### config.mk
export PLATFORM = sky130hd
export DESIGN_NAME = ctrl_paint_brush
export DESIGN_NICKNAME = d
export VERILOG_FILES = /design/src/rtl/paint_pkg.sv /design/src/rtl/brush_scan.sv /design/src/rtl/ctrl_paint_brush.sv
export SDC_FILE = /design/constraint.sdc
export NUM_CORES = 1
export LEC_CHECK = 0
export CAP_MARGIN = 20
export CORE_MARGIN = 2
export CORE_UTILIZATION = 59
export CTS_CLUSTER_DIAMETER = 50
export DETAILED_ROUTE_END_ITERATION = 6
export PLACE_DENSITY_LB_ADDON = 0.15
export REMOVE_ABC_BUFFERS = 1
export SLEW_MARGIN = 5
export SYNTH_ARGS = -nofsm -noshare
export SYNTH_HDL_FRONTEND = slang
export SYNTH_SLANG_ARGS = --single-unit
### constraint.sdc
create_clock -name clk -period 7.5 [get_ports clk]
set_input_delay 1.125 -clock clk [delete_from_list [all_inputs] [get_ports clk]]
set_output_delay 1.125 -clock clk [all_outputs]
set_load 0.01 [all_outputs]
### src/rtl/paint_pkg.sv
// Shared constants and helpers for the brush paint controller: palette,
// FSM encoding, width helpers and the (x,y) -> (bank, address) mapping.
package paint_pkg;

  localparam logic [11:0] PAL_RED     = 12'hF00;
  localparam logic [11:0] PAL_GREEN   = 12'h0F0;
  localparam logic [11:0] PAL_YELLOW  = 12'hFF0;
  localparam logic [11:0] PAL_BLACK   = 12'h000;
  localparam logic [11:0] ERASE_COLOR = 12'hFFF;

  localparam logic [2:0] S_IDLE      = 3'd0;
  localparam logic [2:0] S_RESTORE   = 3'd1;
  localparam logic [2:0] S_BRUSH     = 3'd2;
  localparam logic [2:0] S_SAVE_RD   = 3'd3;
  localparam logic [2:0] S_SAVE_WAIT = 3'd4;
  localparam logic [2:0] S_CURSOR    = 3'd5;

  typedef enum logic [1:0] {
    MODE_CURSOR = 2'd0,
    MODE_PAINT  = 2'd1,
    MODE_ERASE  = 2'd2
  } mode_e;

  function automatic int clog2_min1(input int n);
    return (n > 1) ? $clog2(n) : 1;
  endfunction

  function automatic logic [11:0] palette(input logic [1:0] idx);
    case (idx)
      2'd0:    return PAL_RED;
      2'd1:    return PAL_GREEN;
      2'd2:    return PAL_YELLOW;
      default: return PAL_BLACK;
    endcase
  endfunction

  // Saturate a signed PS/2 coordinate into 0..lim-1.
  function automatic int clamp_coord(input logic signed [8:0] v, input int lim);
    int s;
    s = int'(v);
    if (s < 0) return 0;
    if (s > lim - 1) return lim - 1;
    return s;
  endfunction

  function automatic int map_bank(input int y, input int rows_per_bank);
    return y / rows_per_bank;
  endfunction

  function automatic int map_addr(input int x, input int y, input int cols,
                                  input int rows_per_bank);
    return (y % rows_per_bank) * cols + x;
  endfunction

endpackage

### src/rtl/brush_scan.sv
// Walks the (2r+1)x(2r+1) brush offsets, dy outer and dx inner, one offset
// per step, and reports the target pixel and whether it lies in the frame.
module brush_scan
  import paint_pkg::*;
#(
  parameter int COLS      = 64,
  parameter int ROWS      = 64,
  parameter int BRUSH_MAX = 3,
  localparam int RAD_W = clog2_min1(BRUSH_MAX + 1),
  localparam int XW    = $clog2(COLS),
  localparam int YW    = $clog2(ROWS)
)(
  input  logic             clk,
  input  logic             reset,
  input  logic             start,
  input  logic             step,
  input  logic [RAD_W-1:0] radius,
  input  logic [XW-1:0]    cx,
  input  logic [YW-1:0]    cy,
  output logic             in_frame,
  output logic [XW-1:0]    tx,
  output logic [YW-1:0]    ty,
  output logic             done
);

  logic [RAD_W-1:0]      r_q;
  logic signed [RAD_W:0] r_s;
  logic signed [RAD_W:0] dx, dy;
  logic                  last;
  int                    tx_i, ty_i;

  assign r_s  = $signed({1'b0, r_q});
  assign last = (dx == r_s) && (dy == r_s);
  assign done = step && last;

  // NOTE: registers are updated with non-blocking assignments so every
  // flop samples the pre-edge values, independent of statement order.
  always_ff @(posedge clk or posedge reset) begin
    if (reset) begin
      r_q <= '0;
      dx  <= '0;
      dy  <= '0;
    end else if (start) begin
      r_q <= radius;
      dx  <= -$signed({1'b0, radius});
      dy  <= -$signed({1'b0, radius});
    end else if (step) begin
      if (dx == r_s) begin
        dx <= -r_s;
        if (!last) dy <= dy + 1;
      end else begin
        dx <= dx + 1;
      end
    end
  end

  // Off-frame offsets are flagged, never clamped or wrapped.
  always_comb begin
    tx_i     = int'(cx) + int'(dx);
    ty_i     = int'(cy) + int'(dy);
    in_frame = (tx_i >= 0) && (tx_i < COLS) && (ty_i >= 0) && (ty_i < ROWS);
  end

  assign tx = XW'(tx_i);
  assign ty = YW'(ty_i);

endmodule

### src/rtl/ctrl_paint_brush.sv
// Paint controller: turns cursor moves and button presses into restore,
// brush, background-save and cursor writes on a row-striped banked framebuffer.
module ctrl_paint_brush
  import paint_pkg::*;
#(
  parameter int COLS      = 64,
  parameter int ROWS      = 64,
  parameter int NUM_BANKS = 2,
  parameter int COLOR_W   = 12,
  parameter int BRUSH_MAX = 3,
  parameter int RD_LAT    = 1,
  parameter logic [COLOR_W-1:0] CURSOR_COLOR = '0,
  localparam int BANK_W = clog2_min1(NUM_BANKS),
  localparam int ADDR_W = $clog2(COLS * ROWS / NUM_BANKS),
  localparam int RAD_W  = clog2_min1(BRUSH_MAX + 1)
)(
  input  logic                clk,
  input  logic                reset,
  input  logic signed [8:0]   PS2_Xdata,
  input  logic signed [8:0]   PS2_Ydata,
  input  logic                btn_left,
  input  logic                btn_right,
  input  logic                btn_middle,
  input  logic                btn_size,
  output logic                rd_en,
  output logic [BANK_W-1:0]   rd_bank,
  output logic [ADDR_W-1:0]   rd_addr,
  input  logic [COLOR_W-1:0]  rd_data,
  output logic                wr_en,
  output logic [BANK_W-1:0]   wr_bank,
  output logic [ADDR_W-1:0]   wr_addr,
  output logic [COLOR_W-1:0]  wr_data,
  output logic                paint_permanent,
  output logic                busy,
  output logic [1:0]          color_index,
  output logic [RAD_W-1:0]    brush_radius
);

  localparam int XW  = $clog2(COLS);
  localparam int YW  = $clog2(ROWS);
  localparam int RPB = ROWS / NUM_BANKS;

  logic [2:0]         state, state_nxt;
  logic [XW-1:0]      cur_x, pos_x, last_x, scan_tx;
  logic [YW-1:0]      cur_y, pos_y, last_y, scan_ty;
  mode_e              mode;
  logic [COLOR_W-1:0] color_lat, saved_bg;
  logic               saved_valid;
  logic               left_q, right_q, middle_q, size_q;
  logic [1:0]         wait_cnt;
  logic [RD_LAT-1:0]  cap_pipe;
  logic               trigger, scan_start, scan_step, scan_done, scan_in_frame;

  function automatic logic [BANK_W-1:0] bank_of(input logic [YW-1:0] y);
    return BANK_W'(map_bank(int'(y), RPB));
  endfunction

  function automatic logic [ADDR_W-1:0] addr_of(input logic [XW-1:0] x,
                                                input logic [YW-1:0] y);
    return ADDR_W'(map_addr(int'(x), int'(y), COLS, RPB));
  endfunction

  assign cur_x      = XW'(clamp_coord(PS2_Xdata, COLS));
  assign cur_y      = YW'(clamp_coord(PS2_Ydata, ROWS));
  assign trigger    = (cur_x != last_x) || (cur_y != last_y) ||
                      (btn_left && !left_q) || (btn_right && !right_q);
  assign scan_start = (state == S_IDLE) && trigger;
  assign scan_step  = (state == S_BRUSH);
  assign busy       = (state != S_IDLE);

  brush_scan #(
    .COLS      (COLS),
    .ROWS      (ROWS),
    .BRUSH_MAX (BRUSH_MAX)
  ) u_scan (
    .clk      (clk),
    .reset    (reset),
    .start    (scan_start),
    .step     (scan_step),
    .radius   (brush_radius),
    .cx       (pos_x),
    .cy       (pos_y),
    .in_frame (scan_in_frame),
    .tx       (scan_tx),
    .ty       (scan_ty),
    .done     (scan_done)
  );

  always_comb begin
    // NOTE: the default assignment up front covers every path through the
    // case, so no latch is inferred for state_nxt.
    state_nxt = state;
    case (state)
      S_IDLE:      if (trigger) state_nxt = S_RESTORE;
      S_RESTORE:   state_nxt = (mode == MODE_CURSOR) ? S_SAVE_RD : S_BRUSH;
      S_BRUSH:     if (scan_done) state_nxt = S_SAVE_RD;
      S_SAVE_RD:   state_nxt = S_SAVE_WAIT;
      S_SAVE_WAIT: if (wait_cnt == 2'(RD_LAT - 1)) state_nxt = S_CURSOR;
      S_CURSOR:    state_nxt = S_IDLE;
      default:     state_nxt = S_IDLE;
    endcase
  end

  always_ff @(posedge clk or posedge reset) begin
    if (reset) begin
      state        <= S_IDLE;
      left_q       <= 1'b0;
      right_q      <= 1'b0;
      middle_q     <= 1'b0;
      size_q       <= 1'b0;
      color_index  <= '0;
      brush_radius <= '0;
      pos_x        <= '0;
      pos_y        <= '0;
      last_x       <= '0;
      last_y       <= '0;
      mode         <= MODE_CURSOR;
      color_lat    <= '0;
      wait_cnt     <= '0;
      cap_pipe     <= '0;
      saved_bg     <= '0;
      saved_valid  <= 1'b0;
    end else begin
      state    <= state_nxt;
      left_q   <= btn_left;
      right_q  <= btn_right;
      middle_q <= btn_middle;
      size_q   <= btn_size;

      if (btn_middle && !middle_q) color_index <= color_index + 1;
      if (btn_size && !size_q)
        brush_radius <= (brush_radius == RAD_W'(BRUSH_MAX)) ? '0 : brush_radius + 1;

      if (scan_start) begin
        pos_x     <= cur_x;
        pos_y     <= cur_y;
        mode      <= btn_left ? MODE_PAINT : (btn_right ? MODE_ERASE : MODE_CURSOR);
        color_lat <= COLOR_W'(palette(color_index));
      end

      if (state == S_SAVE_RD)        wait_cnt <= '0;
      else if (state == S_SAVE_WAIT) wait_cnt <= wait_cnt + 1;

      if (state == S_CURSOR) begin
        last_x <= pos_x;
        last_y <= pos_y;
      end

      // rd_en is itself registered, so the data window trails it by RD_LAT.
      cap_pipe <= (cap_pipe << 1) | RD_LAT'(rd_en);
      if (cap_pipe[RD_LAT-1]) begin
        saved_bg    <= rd_data;
        saved_valid <= 1'b1;
      end
    end
  end

  always_ff @(posedge clk or posedge reset) begin
    if (reset) begin
      rd_en           <= 1'b0;
      rd_bank         <= '0;
      rd_addr         <= '0;
      wr_en           <= 1'b0;
      wr_bank         <= '0;
      wr_addr         <= '0;
      wr_data         <= '0;
      paint_permanent <= 1'b0;
    end else begin
      rd_en           <= 1'b0;
      wr_en           <= 1'b0;
      paint_permanent <= 1'b0;
      case (state)
        S_RESTORE: if (saved_valid) begin
          wr_en   <= 1'b1;
          wr_bank <= bank_of(last_y);
          wr_addr <= addr_of(last_x, last_y);
          wr_data <= saved_bg;
        end
        S_BRUSH: if (scan_in_frame) begin
          wr_en           <= 1'b1;
          paint_permanent <= 1'b1;
          wr_bank         <= bank_of(scan_ty);
          wr_addr         <= addr_of(scan_tx, scan_ty);
          wr_data         <= (mode == MODE_ERASE) ? COLOR_W'(ERASE_COLOR) : color_lat;
        end
        S_SAVE_RD: begin
          rd_en   <= 1'b1;
          rd_bank <= bank_of(pos_y);
          rd_addr <= addr_of(pos_x, pos_y);
        end
        S_CURSOR: begin
          wr_en   <= 1'b1;
          wr_bank <= bank_of(pos_y);
          wr_addr <= addr_of(pos_x, pos_y);
          wr_data <= CURSOR_COLOR;
        end
        default: ;
      endcase
    end
  end

endmodule

Yosys cells after proc, flatten, opt, wreduce, memory -nomap -nowiden --
Cells that the tools add are included.
Cells by class: add/subtract/negate cells 12, magnitude comparators 8, equality and inequality tests 19, muxes and demuxes 45, reductions and logical operators 29
Operator list (count):
- $pmux W12 S3 | 2
- $ge A32 B1 Y1 const B | 2
- $lt A32 B8 Y1 const B | 2
- $mux W12 | 3
- $mux W6 | 6
- $add A11 B6 Y11 | 3
- $pmux W11 S3 | 1
- $mux W3 | 10
- $mux W11 | 2
- $gt A9 B7 Y1 const B | 2
- $lt A9 B1 Y1 const B | 2
- $add A7 B3 Y8 | 2
- $pmux W3 S5 | 1
- $mux W1 | 13
- $ne A2 B2 Y1 const B | 6
- $ne A6 B6 Y1 | 2
- $logic_and A1 B1 Y1 | 10
- $mux W2 | 5
- $reduce_and A3 Y1 | 3
- $add A2 B1 Y2 const B | 3
- $add A3 B2 Y3 const B | 2
- $eq A2 B2 Y1 const B | 3
- $eq A3 B2 Y1 const B | 2
- $eq A3 B3 Y1 | 2
- other kinds (11) | 24
Word-level totals: register bits 112, output and inout port bits 44, word-level logic and storage cells 141

Depth between registers and ports, before layout --
depth after elaboration 12, mapped depth 10, gate-level depth less buffers 9

Hierarchy --
A second synthesis with hierarchy kept.
Second synthesis, totals: cells, all modules 525, area total of the unflattened synthesis 5215.0 sq um
By module, submodules not included:
- ctrl_paint_brush | instances 1, cells each 404, area an instance 4181.5 sq um, seq. area each 2352.3 sq um
- brush_scan | instances 1, cells each 121, area an instance 1033.5 sq um, seq. area each 200.2 sq um

Worst setup path before layout --
Ideal clock, no wire load.
path type input -> register, start point input port PS2_Xdata[2], end point register mode[0], library setup time 125 ps, arrival 2722 ps, setup slack 4653 ps, stages on the path 7, buffers on the path 1, cells stage by stage nand2b_1 -> o221ai_1 -> a2111oi_0 -> o2111ai_2 -> o21ai_4 -> buf_6 -> mux2_4
Between the ends: word-level cells in the longest chain between the ends 10, elaborated cells between the ends (all ways) 13, those cells by class order compare: 2; eq/ne: 1; mux: 6; reduce/logical: 4
RTL lines:
- from (decl) | line ctrl_paint_brush.sv:19 | input logic signed [8:0] PS2_Xdata,
- $gt A9 B7 Y1 | line paint_pkg.sv:42 | if (s > lim - 1) return lim - 1;
- $mux W1 (2 in series) | line paint_pkg.sv:42
- $mux W6 | line paint_pkg.sv:43 | return s;
- $mux W6 * | line paint_pkg.sv:42
- $ne A6 B6 Y1 * | line ctrl_paint_brush.sv:65 | assign trigger = (cur_x != last_x) || (cur_y != last_y) ||
- $logic_or A1 B1 Y1 * (2 in series) | line ctrl_paint_brush.sv:65
- $logic_or A1 B1 Y1 * | line ctrl_paint_brush.sv:66 | (btn_left && !left_q) || (btn_right && !right_q);
- $logic_and A1 B1 Y1 * | line ctrl_paint_brush.sv:67 | assign scan_start = (state == S_IDLE) && trigger;
- to (signal assigned) | line ctrl_paint_brush.sv:137 | mode <= btn_left ? MODE_PAINT : (btn_right ? MODE_ERASE : MODE_CURSOR);
- to (decl) | line ctrl_paint_brush.sv:46 | mode_e mode;
Every way passes the cells marked *; elsewhere a longest branch is shown, timed or not. The select of a mux whose other input is x is not followed. A chain may end at the register's enable or synchronous reset.

Worst setup path in the final report --
start point input port PS2_Ydata[2], end point register color_lat[10]
Between the ends: word-level cells in the longest chain between the ends 10, elaborated cells between the ends (all ways) 13, those cells by class order compare: 2; eq/ne: 1; mux: 6; reduce/logical: 4
RTL lines:
- from (decl) | line ctrl_paint_brush.sv:20 | input logic signed [8:0] PS2_Ydata,
- $gt A9 B7 Y1 | line paint_pkg.sv:42
- $mux W1 (2 in series) | line paint_pkg.sv:42
- $mux W6 | line paint_pkg.sv:43
- $mux W6 * | line paint_pkg.sv:42
- $ne A6 B6 Y1 * | line ctrl_paint_brush.sv:65
- $logic_or A1 B1 Y1 * (2 in series) | line ctrl_paint_brush.sv:65
- $logic_or A1 B1 Y1 * | line ctrl_paint_brush.sv:66
- $logic_and A1 B1 Y1 * | line ctrl_paint_brush.sv:67
- to (signal assigned) | line ctrl_paint_brush.sv:138 | color_lat <= COLOR_W'(palette(color_index));
- to (decl) | line ctrl_paint_brush.sv:47 | logic [COLOR_W-1:0] color_lat, saved_bg;
Marks and branches as above.

==> flow_summary.yaml <==
outcome:
  status: "completed"
grt:
  grt-ovfl-total: 0
  grt_pass1_vias: 4187
  grt_pass1_wl_mm: 21.2
  antenna_found_initial: 0
  grt_max_degree: 59
  groute.usage.overall: 0.274
pwr:
  combinationalPowerShare: 0.533
  p_int_mw: 1.81
  p_leak_nw: 2.97
  pwr-share-clk: 0.122
  p_per_area_nw_per_um2: 474
  p_seq_frac: 0.345
  vdd_drop_max_mv: 0.244
  swShare: 0.412
  p_sw_mw: 1.27
detailed_routing:
  ant_nets: 0
  drc_errors: 0
  drt-total-wl_mm: 13.1
  drt-pass1-iter-count: 5
  via_count: 4288
  via_per_inst: 5.94
  wire_per_inst_um: 18.1
  drt-initial-drc-count: 271
clocking:
  clk_pin_slew_worst_paths_ps: 100
  clock-sinks: 102
  postCtsResizedCells: 0
  cts_hold_buf: 0
  cts_made_buffers: 9
  cts_buffer_depth: 2
  cts_tree: "yes"
  post-cts-setup-buffer-count: 0
  htreeDepth: 3
  cts_root_buf: "clkbuf_8"
  clock_latency_ps: 380
synth:
  synth_most_common_cell: "dfrtp_1"
  ys_warn_count: 0
  netlist_area_um2: 5430
  ys_seq_area_frac: 0.470
  ys_async_sr_fraction: 1.00
  syn_inst: 531
  dominantRegCellSynth: "dfrtp_1"
  synthDominantCellAreaShare: 0.470
  yosys_register_bits: 102
  synthTopCellsByArea: "dfrtp_1 (47%), mux2_2 (6.6%), ha_1 (5.1%)"
  avgSynthCellArea_um2: 10.2
  synth_top_cells_by_count: "dfrtp_1 (102), nand2_1 (70), inv_1 (44)"
  synth_cell_types: 62
  synth-edff-count: 0
  yosysTopAreaCell: "dfrtp_1"
sta:
  fmax_ghz: 0.276
  period_minus_slack_ps: 3630
  min_period_over_period: 0.483
  worst_pin_slew_ps: 1040
  setup_tns_ps: 0
  rsz0062_at_grt: "false"
  finalHoldViolCount: 0
  setup_viol: 0
  report.final.slew_viol_count: 0
  maxSlewHeadroom: 0.304
  skew_ps: 8.43
floorplan:
  die_w_um: 99.9
  ioPinCount: 80
  rows: 34
  fp.dieArea_um2: 9980
  core_um2: 8810
  start_util: 0.616
  die-height_um: 99.9
setup_path:
  crit_family: "compound AO/OA/AOI/OAI gates"
  arrival_ps: 3900
  path_cells: "clkdlybuf4s50_1, nor2b_1, o41a_1, nor4_1, o21ai_1, o21ai_4, mux2_2"
  critPathBufInv: 1
  endpoint_kind: "register"
  worst-setup-path-type: "in2reg"
  worst_ep_required_time_ps: 7770
  critPathSlowestCell: "o21ai_4"
  worstSetupStartpointType: "input port"
  slowest_delay_ps: 830
  path_max_fanout: 24
final_layout:
  final_area_um2: 6510
  nets: 669
  diodes: 0
  drive_gt1_frac: 0.135
  area_growth_pct: 19.9
placed_design:
  gp_congestion: 0.905
  hpwl_mm: 9.46
  place_area_um2: 6290
  port_buffers: 79
run:
  maxCapViolCount: 0
worst_hold_path:
  hold_path_class: "reg2reg"
==> registers in the layout, summed over array words and instances, names as in the netlist, 3 cells and up <==
register,flops
last_x,6
last_y,6
pos_y,6
wr_data,12
wr_addr,11
u_scan.dx,3
state,3
u_scan.dy,3
pos_x,6
saved_bg,12
rd_addr,11
==> cells by family (layout without fill, tap and decap cells) <==
| family | count (synthesis) | in the layout | share of synthesized area |
|---|---|---|---|
| and+or+nand+nor | 163 | 163 | 0.137 |
| AOI/OAI and AO/OA | 108 | 108 | 0.135 |
| DFF | 102 | 102 | 0.470 |
| buffers and inverters | 62 | 145 | 0.0498 |
| muxes | 60 | 60 | 0.130 |
| adders and majority gates | 24 | 24 | 0.0581 |
| xor gates and xnor gates | 12 | 12 | 0.0194 |
==> layout make-up <==
type                       instances  area [um2]
fill                             623        2300
sequential                       102        2550
multi-input combinational        367        2610
inverter                          45         171
timing repair buffer              84         828
tap                              108         135
clock buffer                      10         138
clock inverter                     6        78.8
==> worst register-to-register path: stages, from the launching register on <==
cell and delay (ps):
dfrtp_1 530, ha_1 270, inv_1 70, fa_1 370
nor2b_1 190, o2111ai_1 140, a211oi_1 300, a211oi_1 120
a21oi_2 440, buf_4 420, mux2_2 390
==> layer usage <==
layer  global-route usage  vias up  routed length (um)
li1                     -     1988                   -
met1                0.383     2102                5750
met2                0.428      176                6130
met3               0.0550       22                 931
met4                0.102        0                 267
met5                    0        -                   0
==> power by group through the flow <==
| stage | Combinational, mW | Sequential [mW] | Clock [mW] |
|---|---|---|---|
| 3_5_place_dp | 1.63 | 1.07 | 0 |
| 4_1_cts | 1.64 | 1.06 | 0.383 |
| 5_1_grt | 1.81 | 1.10 | 0.400 |
| 3_3_place_gp | 1.57 | 1.05 | 0 |
| 2_1_floorplan | 1.07 | 1.05 | 0 |
| 6_report | 1.65 | 1.07 | 0.377 |
==> placed cells by master, fill, tap and decap left out, types with 8 or more instances in the layout <==
master             n
a211oi_1           9
clkdlybuf4s50_1   79
nor2b_1           11
a21oi_1           31
clkbuf_8          10
inv_1             43
nor3_1            14
o21ai_0           22
mux2_4            13
dfrtp_1          102
mux2_2            32
nand2b_1           8
nor2_1            40
mux2i_1           15
ha_1              22
nand2_1           70
==> path summary, 6_finish.rpt <==
| path | from | end | slack (ps) | depth (start not counted) |
|---|---|---|---|---|
| worst min register to register | rd_en | cap_pipe | 390 | 0 |
| worst max register to register | u_scan.dx[0] | wr_addr[7] | 4150 | 10 |
| worst max-delay path | PS2_Ydata[2] | color_lat[10] | 3870 | 7 |
| max in group asynchronous | reset | wr_data[3] | 5240 | 3 |
| worst min-delay path | rd_en | cap_pipe | 390 | 0 |
| min in group asynchronous | reset | wr_data[4] | 1140 | 2 |
==> metrics by stage <==
stage	utilization	hold slack, ps	total power [mW]	setup WS, ps	std cells
after floorplan	-	416	2.12	3700	514
after global placement	0.715	361	2.63	3550	706
after detailed placement	0.715	377	2.70	3480	706
after CTS	0.739	393	3.09	3900	722
after global routing	0.739	417	3.31	3640	722
final	0.739	391	3.09	3870	722
Power figures use the tool's default switching activity.
